### src/rtl/counter_game_pkg.sv
// counter_game_pkg: shared types and constants for the counter game.
//   ctrl_e   - count command encoding carried on the control input
//   state_e  - game phase (PLAY while counting, OVER for one cycle)
//   WHO_*    - game result encodings driven on WHO
//   CNT_W / TALLY_W / TALLY_MAX - datapath widths and tally ceiling
package counter_game_pkg;

  localparam int CNT_W     = 2;
  localparam int TALLY_W   = 4;
  localparam int TALLY_MAX = 15;

  typedef enum logic [1:0] {
    UP1 = 2'b00,
    UP2 = 2'b01,
    DN1 = 2'b10,
    DN2 = 2'b11
  } ctrl_e;

  typedef enum logic {
    PLAY = 1'b0,
    OVER = 1'b1
  } state_e;

  localparam logic [1:0] WHO_NONE = 2'b00;
  localparam logic [1:0] WHO_WIN  = 2'b01;
  localparam logic [1:0] WHO_LOSE = 2'b10;

endpackage

### src/rtl/counter_game_if.sv
// counter_game_if: command and status bundle of the counter game.
//   control, INIT, load_value   - count command / parallel load (master -> slave)
//   WINNER, LOSER, GAMEOVER, WHO - registered game flags        (slave -> master)
//   main_counter, winner_count, loser_count - observation of internal state
interface counter_game_if;
  import counter_game_pkg::*;

  logic [1:0]         control;
  logic               INIT;
  logic [CNT_W-1:0]   load_value;
  logic               WINNER;
  logic               LOSER;
  logic               GAMEOVER;
  logic [1:0]         WHO;
  logic [CNT_W-1:0]   main_counter;
  logic [TALLY_W-1:0] winner_count;
  logic [TALLY_W-1:0] loser_count;

  modport master (
    output control, INIT, load_value,
    input  WINNER, LOSER, GAMEOVER, WHO, main_counter, winner_count, loser_count
  );

  modport slave (
    input  control, INIT, load_value,
    output WINNER, LOSER, GAMEOVER, WHO, main_counter, winner_count, loser_count
  );

endinterface

### src/rtl/counter_game_tally.sv
// game_tally: event tally that stops at TALLY_MAX and flags the increment
// that will reach it.
//   clk, rst  - clock, asynchronous active-high reset
//   inc       - count one event this cycle
//   clr       - synchronous clear (wins over inc)
//   count     - current tally
//   full_next - this cycle's increment takes the tally from 14 to 15
module game_tally
  import counter_game_pkg::*;
(
  input  logic               clk,
  input  logic               rst,
  input  logic               inc,
  input  logic               clr,
  output logic [TALLY_W-1:0] count,
  output logic               full_next
);

  localparam logic [TALLY_W-1:0] TOP = TALLY_W'(TALLY_MAX);
  localparam logic [TALLY_W-1:0] PRE = TALLY_W'(TALLY_MAX - 1);

  logic [TALLY_W-1:0] count_q, count_d;

  // Next tally: clear first, otherwise count up but never past the ceiling.
  always_comb begin
    count_d = count_q;
    if (clr) begin
      count_d = '0;
    end else if (inc && (count_q != TOP)) begin
      count_d = count_q + 4'd1;
    end else begin
      count_d = count_q;
    end
  end

  // Tally register.
  always_ff @(posedge clk or posedge rst) begin
    if (rst) begin
      count_q <= '0;
    end else begin
      count_q <= count_d;
    end
  end

  assign count     = count_q;
  assign full_next = inc && (count_q == PRE);

endmodule

### src/rtl/counter_game.sv
// counter_game: 2-bit up/down counter game. Landing on 3 is a win, landing
// on 0 is a loss; the first tally to reach 15 ends the game for one cycle,
// after which everything restarts from zero.
//   clk - clock (rising edge)
//   rst - asynchronous active-high reset
//   bus - counter_game_if.slave: commands in, registered flags and state out
module counter_game
  import counter_game_pkg::*;
(
  input  logic           clk,
  input  logic           rst,
  counter_game_if.slave  bus
);

  localparam logic [CNT_W-1:0] CNT_TOP = 2'd3;

  state_e           state_q, state_d;
  logic [CNT_W-1:0] cnt_q, cnt_d;
  logic [CNT_W-1:0] step_s;
  logic             winner_q, winner_d;
  logic             loser_q, loser_d;
  logic             gameover_q, gameover_d;
  logic [1:0]       who_q, who_d;
  logic             win_inc_s, lose_inc_s, tally_clr_s;
  logic             win_full_s, lose_full_s;
  logic [TALLY_W-1:0] win_cnt_s, lose_cnt_s;

  // Step to add modulo 4; a decrement is the two's-complement addend.
  always_comb begin
    step_s = 2'd0;
    case (ctrl_e'(bus.control))
      UP1:     step_s = 2'd1;
      UP2:     step_s = 2'd2;
      DN1:     step_s = 2'd3;
      DN2:     step_s = 2'd2;
      default: step_s = 2'd0;
    endcase
  end

  // Counter datapath and win/lose event detection.
  always_comb begin
    cnt_d       = cnt_q;
    winner_d    = 1'b0;
    loser_d     = 1'b0;
    win_inc_s   = 1'b0;
    lose_inc_s  = 1'b0;
    tally_clr_s = 1'b0;
    case (state_q)
      PLAY: begin
        if (bus.INIT) begin
          cnt_d = bus.load_value;
        end else begin
          cnt_d = cnt_q + step_s;
        end
        winner_d   = (cnt_d == CNT_TOP);
        loser_d    = (cnt_d == 2'd0);
        win_inc_s  = winner_d;
        lose_inc_s = loser_d;
      end
      OVER: begin
        // Restart clear: not a loss event even though the counter becomes 0.
        cnt_d       = 2'd0;
        tally_clr_s = 1'b1;
      end
      default: begin
        cnt_d       = 2'd0;
        tally_clr_s = 1'b1;
      end
    endcase
  end

  // Phase sequencing and game result; kept apart from the datapath block
  // because it depends on the tallies' full_next, which depend on the incs.
  always_comb begin
    state_d    = state_q;
    gameover_d = 1'b0;
    who_d      = WHO_NONE;
    case (state_q)
      PLAY: begin
        if (win_full_s) begin
          gameover_d = 1'b1;
          who_d      = WHO_WIN;
          state_d    = OVER;
        end else if (lose_full_s) begin
          gameover_d = 1'b1;
          who_d      = WHO_LOSE;
          state_d    = OVER;
        end else begin
          state_d = PLAY;
        end
      end
      OVER:    state_d = PLAY;
      default: state_d = PLAY;
    endcase
  end

  // State, counter and output flag registers.
  always_ff @(posedge clk or posedge rst) begin
    if (rst) begin
      state_q    <= PLAY;
      cnt_q      <= 2'd0;
      winner_q   <= 1'b0;
      loser_q    <= 1'b0;
      gameover_q <= 1'b0;
      who_q      <= WHO_NONE;
    end else begin
      state_q    <= state_d;
      cnt_q      <= cnt_d;
      winner_q   <= winner_d;
      loser_q    <= loser_d;
      gameover_q <= gameover_d;
      who_q      <= who_d;
    end
  end

  game_tally u_win_tally (
    .clk       (clk),
    .rst       (rst),
    .inc       (win_inc_s),
    .clr       (tally_clr_s),
    .count     (win_cnt_s),
    .full_next (win_full_s)
  );

  game_tally u_lose_tally (
    .clk       (clk),
    .rst       (rst),
    .inc       (lose_inc_s),
    .clr       (tally_clr_s),
    .count     (lose_cnt_s),
    .full_next (lose_full_s)
  );

  assign bus.WINNER       = winner_q;
  assign bus.LOSER        = loser_q;
  assign bus.GAMEOVER     = gameover_q;
  assign bus.WHO          = who_q;
  assign bus.main_counter = cnt_q;
  assign bus.winner_count = win_cnt_s;
  assign bus.loser_count  = lose_cnt_s;

endmodule

### src/flat_wrapper.sv
// flat-port wrapper written by rule: the top's interface ports become plain ports
module counter_game_flat import counter_game_pkg::*;
  (clk, rst, bus_control, bus_INIT, bus_load_value, bus_WINNER, bus_LOSER, bus_GAMEOVER, bus_WHO, bus_main_counter, bus_winner_count, bus_loser_count);
  counter_game_if bus_i ();
  input  logic clk;
  input  logic rst;
  input wire logic [$bits(bus_i.control)-1:0] bus_control;
  input wire logic [$bits(bus_i.INIT)-1:0] bus_INIT;
  input wire logic [$bits(bus_i.load_value)-1:0] bus_load_value;
  output wire logic [$bits(bus_i.WINNER)-1:0] bus_WINNER;
  output wire logic [$bits(bus_i.LOSER)-1:0] bus_LOSER;
  output wire logic [$bits(bus_i.GAMEOVER)-1:0] bus_GAMEOVER;
  output wire logic [$bits(bus_i.WHO)-1:0] bus_WHO;
  output wire logic [$bits(bus_i.main_counter)-1:0] bus_main_counter;
  output wire logic [$bits(bus_i.winner_count)-1:0] bus_winner_count;
  output wire logic [$bits(bus_i.loser_count)-1:0] bus_loser_count;
  assign bus_i.control = bus_control;
  assign bus_i.INIT = bus_INIT;
  assign bus_i.load_value = bus_load_value;
  assign bus_WINNER = bus_i.WINNER;
  assign bus_LOSER = bus_i.LOSER;
  assign bus_GAMEOVER = bus_i.GAMEOVER;
  assign bus_WHO = bus_i.WHO;
  assign bus_main_counter = bus_i.main_counter;
  assign bus_winner_count = bus_i.winner_count;
  assign bus_loser_count = bus_i.loser_count;
  counter_game u_core (.clk(clk), .rst(rst), .bus(bus_i));
endmodule
### config.mk
export PLATFORM = sky130hd
export DESIGN_NAME = counter_game_flat
export DESIGN_NICKNAME = d
export VERILOG_FILES = /design/src/rtl/counter_game_pkg.sv /design/src/rtl/counter_game_if.sv /design/src/rtl/counter_game_tally.sv /design/src/rtl/counter_game.sv /design/src/flat_wrapper.sv
export SDC_FILE = /design/constraint.sdc
export NUM_CORES = 1
export LEC_CHECK = 0
export ABC_AREA = 1
export CORE_MARGIN = 4
export CORE_UTILIZATION = 50
export DETAILED_ROUTE_END_ITERATION = 12
export GPL_ROUTABILITY_DRIVEN = 0
export PLACE_DENSITY_LB_ADDON = 0.2
export SYNTH_ARGS = -nofsm -noshare
export SYNTH_HDL_FRONTEND = slang
export SYNTH_HIERARCHICAL = 1
export SYNTH_SLANG_ARGS = --single-unit
### constraint.sdc
create_clock -name clk -period 4.1 [get_ports clk]
set_clock_uncertainty 0.05 [all_clocks]
set_input_delay 0.41 -clock clk [delete_from_list [all_inputs] [get_ports clk]]
set_output_delay 0.41 -clock clk [all_outputs]
set_load 0.03 [all_outputs]
==> impl_metrics.tcl <==
set metrics [dict create \
    tightest_slew_ps 423 \
    synth_ff_type "dfrtp_1" \
    yosys.area.top_type "dfrtp_1" \
    p_leak_nw 0.580 \
    clk_latency_ps 280 \
    cts_resized 0 \
    min_period_over_period_pct 51.2 \
    first_pass_iters 4 \
    relSlewSlack_pct 71.8 \
    antenna_left 0 \
    hpwl_mm 1.28 \
    synth-edff-count 0 \
    yosysUniqueCellTypes 18 \
    antenna_found_initial 0 \
    hold_violations 0 \
    yosys_register_bits 15 \
    worstSetupPathDepth 1 \
    p_per_area_nw_per_um2 597 \
    clk_pin_slew_ps 80 \
    ios 22 \
    grt_pass1_wl_mm 2.66 \
    status "completed" \
    yosysMostFrequentCell "nand2_1" \
    setup_violations 0 \
    fin_crit_ps 2100 \
    fin_ws_ps 2000 \
    cts_hold_buf 0 \
    die_w_um 49.3 \
    pre_cts_ws_ps 1840 \
    num_vias 731 \
    rsz0062_at_grt "no" \
    core_sq_um 1560 \
    drive_above_1_share_pct 12.0 \
    yosysTopAreaCellShare_pct 44.1 \
    die_height_um 49.3 \
    n_fill_cell 119 \
    die_area_sq_um 2430 \
    postCtsSetupBuffers 0 \
    cp-end-kind "primary output" \
    overflow 0 \
    rr_startpoint "u_core/bus.main_counter[0]" \
    path_cells "clkdlybuf4s50_1" \
    cp.arrival_ps 1640 \
    cp_top_family "buffers and inverters" \
    wl_per_cell_um 10.8 \
    vdd_drop_max_mv 0.380 \
    cts-buffers-inserted 3 \
    ys_seq_area_share_pct 44.1 \
    cts_num_sinks 15 \
    critical_path_class "reg2out" \
    cp-endpoint "bus_GAMEOVER" \
    routed_wl_mm 1.61 \
    synth_area_per_cell_sq_um 7.88 \
    num_antenna_cells 0 \
    drc 0 \
    synthCells 108 \
    async_reset_ff_share_pct 100 \
    slowest_stage "clkdlybuf4s50_1" \
    io_buffer_count 21 \
    clock.fmax_mhz 476 \
    r2r_cells 13 \
    cts_tree "yes" \
    hold-worst-slack_ps 325 \
    path_buf_inv 1 \
    drv_slew 0 \
    start_util_pct 54.6 \
    setup.worst_path.start "u_core/bus.GAMEOVER" \
    worstPathRequired_ps 3640 \
    reg2reg_setup_slack_ps 2410 \
    grt_max_degree 12 \
    synth_area_sq_um 851 \
    drv_cap 0 \
    max_stage_delay_ps 750 \
    r2r-end "u_core/u_win_tally/count[3]" \
    hold_path_class "in2async" \
    dr.first_iter.drc_count 16 \
    htree_levels 1 \
    ys_warn_count 6 \
    cts_root_buffer "clkbuf_4" \
    cts_buffer_depth 2 \
    critPathLaunchType "flip-flop" \
    syn_nets 120 \
    yosys-top-cells-area "dfrtp_1, nand2_1, inv_1" \
    synthTopCellsByCount "nand2_1, inv_1, dfrtp_1, nand3_1, nor2_1" \
    setup_tns_ps 0 \
    critPathMaxFanout 11 \
    gr-usage-all-layers_pct 14.4 \
    via_per_inst 4.91 \
    nets 146 \
    core.rowCount 14 \
    area_delta_synth_final_pct 30.1 \
    first_global_vias 636 \
]
## flip-flops by register name, summed over array words and instances, names as in the netlist
signal,count
u_core/bus.main_counter,2
u_core/bus.WHO,2
u_core/bus.LOSER,1
u_core/bus.WINNER,1
u_core/bus.GAMEOVER,1
u_core/u_win_tally/count,4
u_core/u_lose_tally/count,4
## cell type report
cell class                      count  area, sq um  area share, %
Multi-Input combinational cell     71          390           35.3
Tap cell                           16         20.0           1.81
Sequential cell                    15          375           33.9
Clock buffer                        4         26.3           2.37
Timing Repair Buffer               21          210           19.0
Inverter                           22         85.1           7.68
## routing by layer
layer / up-vias / share of wire, % / global-route usage (%)
met5: - / 0 / 0
met4: 0 / 1.6 / 5.69
met3: 4 / 4.4 / 5.81
met2: 17 / 47 / 23.0
met1: 327 / 47 / 17.2
li1: 383 / - / -
## metrics by stage
stage | area (sq um) | utilization (%) | power [mW] | cells
final | 1110 | 71.0 | 0.661 | 149
after global routing | 1110 | 71.0 | 0.708 | 149
after CTS | 1110 | 71.0 | 0.664 | 149
after detailed placement | 1080 | 69.3 | 0.584 | 145
after global placement | 1080 | 69.3 | 0.572 | 145
after floorplan | 851 | - | 0.454 | 108
## cells in the final DEF, fill, tap and decap left out, types with 4 or more instances in the layout
master / instances
nand3_1: 10
dfrtp_1: 15
clkdlybuf4s50_1: 21
ha_1: 5
nand2_2: 4
inv_1: 17
nand2_1: 30
nand4_1: 4
nor2_1: 8
## report_power, final
group,switching (mW),internal [mW],leakage [nW],total (mW)
clock,0.0407,0.0378,0.0150,0.0785
sequential,0.0653,0.191,0.193,0.256
combinational,0.192,0.135,0.373,0.327
total,0.298,0.363,0.580,0.661
## logic make-up after synthesis
group | share of synthesized area, %
buffers and inverters | 10.0
AOI/OAI and AO/OA | 5.00
and+or+nand+nor | 31.5
DFF | 44.1
xor gates and xnor gates | 2.06
adders and majority gates | 7.35
## how the worst min path moves through the flow
stage / from / end / slack, ps / depth (start not counted)
CTS: rst / u_core/u_lose_tally/count[0] / 320 / 2
finish: rst / u_core/u_lose_tally/count[2] / 320 / 2
floorplan: rst / u_core/u_lose_tally/count[0] / 130 / 1
detailed placement: u_core/u_win_tally/count[3] / u_core/u_win_tally/count[3] / 520 / 2
global placement: u_core/u_lose_tally/count[3] / u_core/u_lose_tally/count[3] / 510 / 2
global route: rst / u_core/u_lose_tally/count[0] / 330 / 2
No activity file was read; power rests on OpenSTA's default activity.
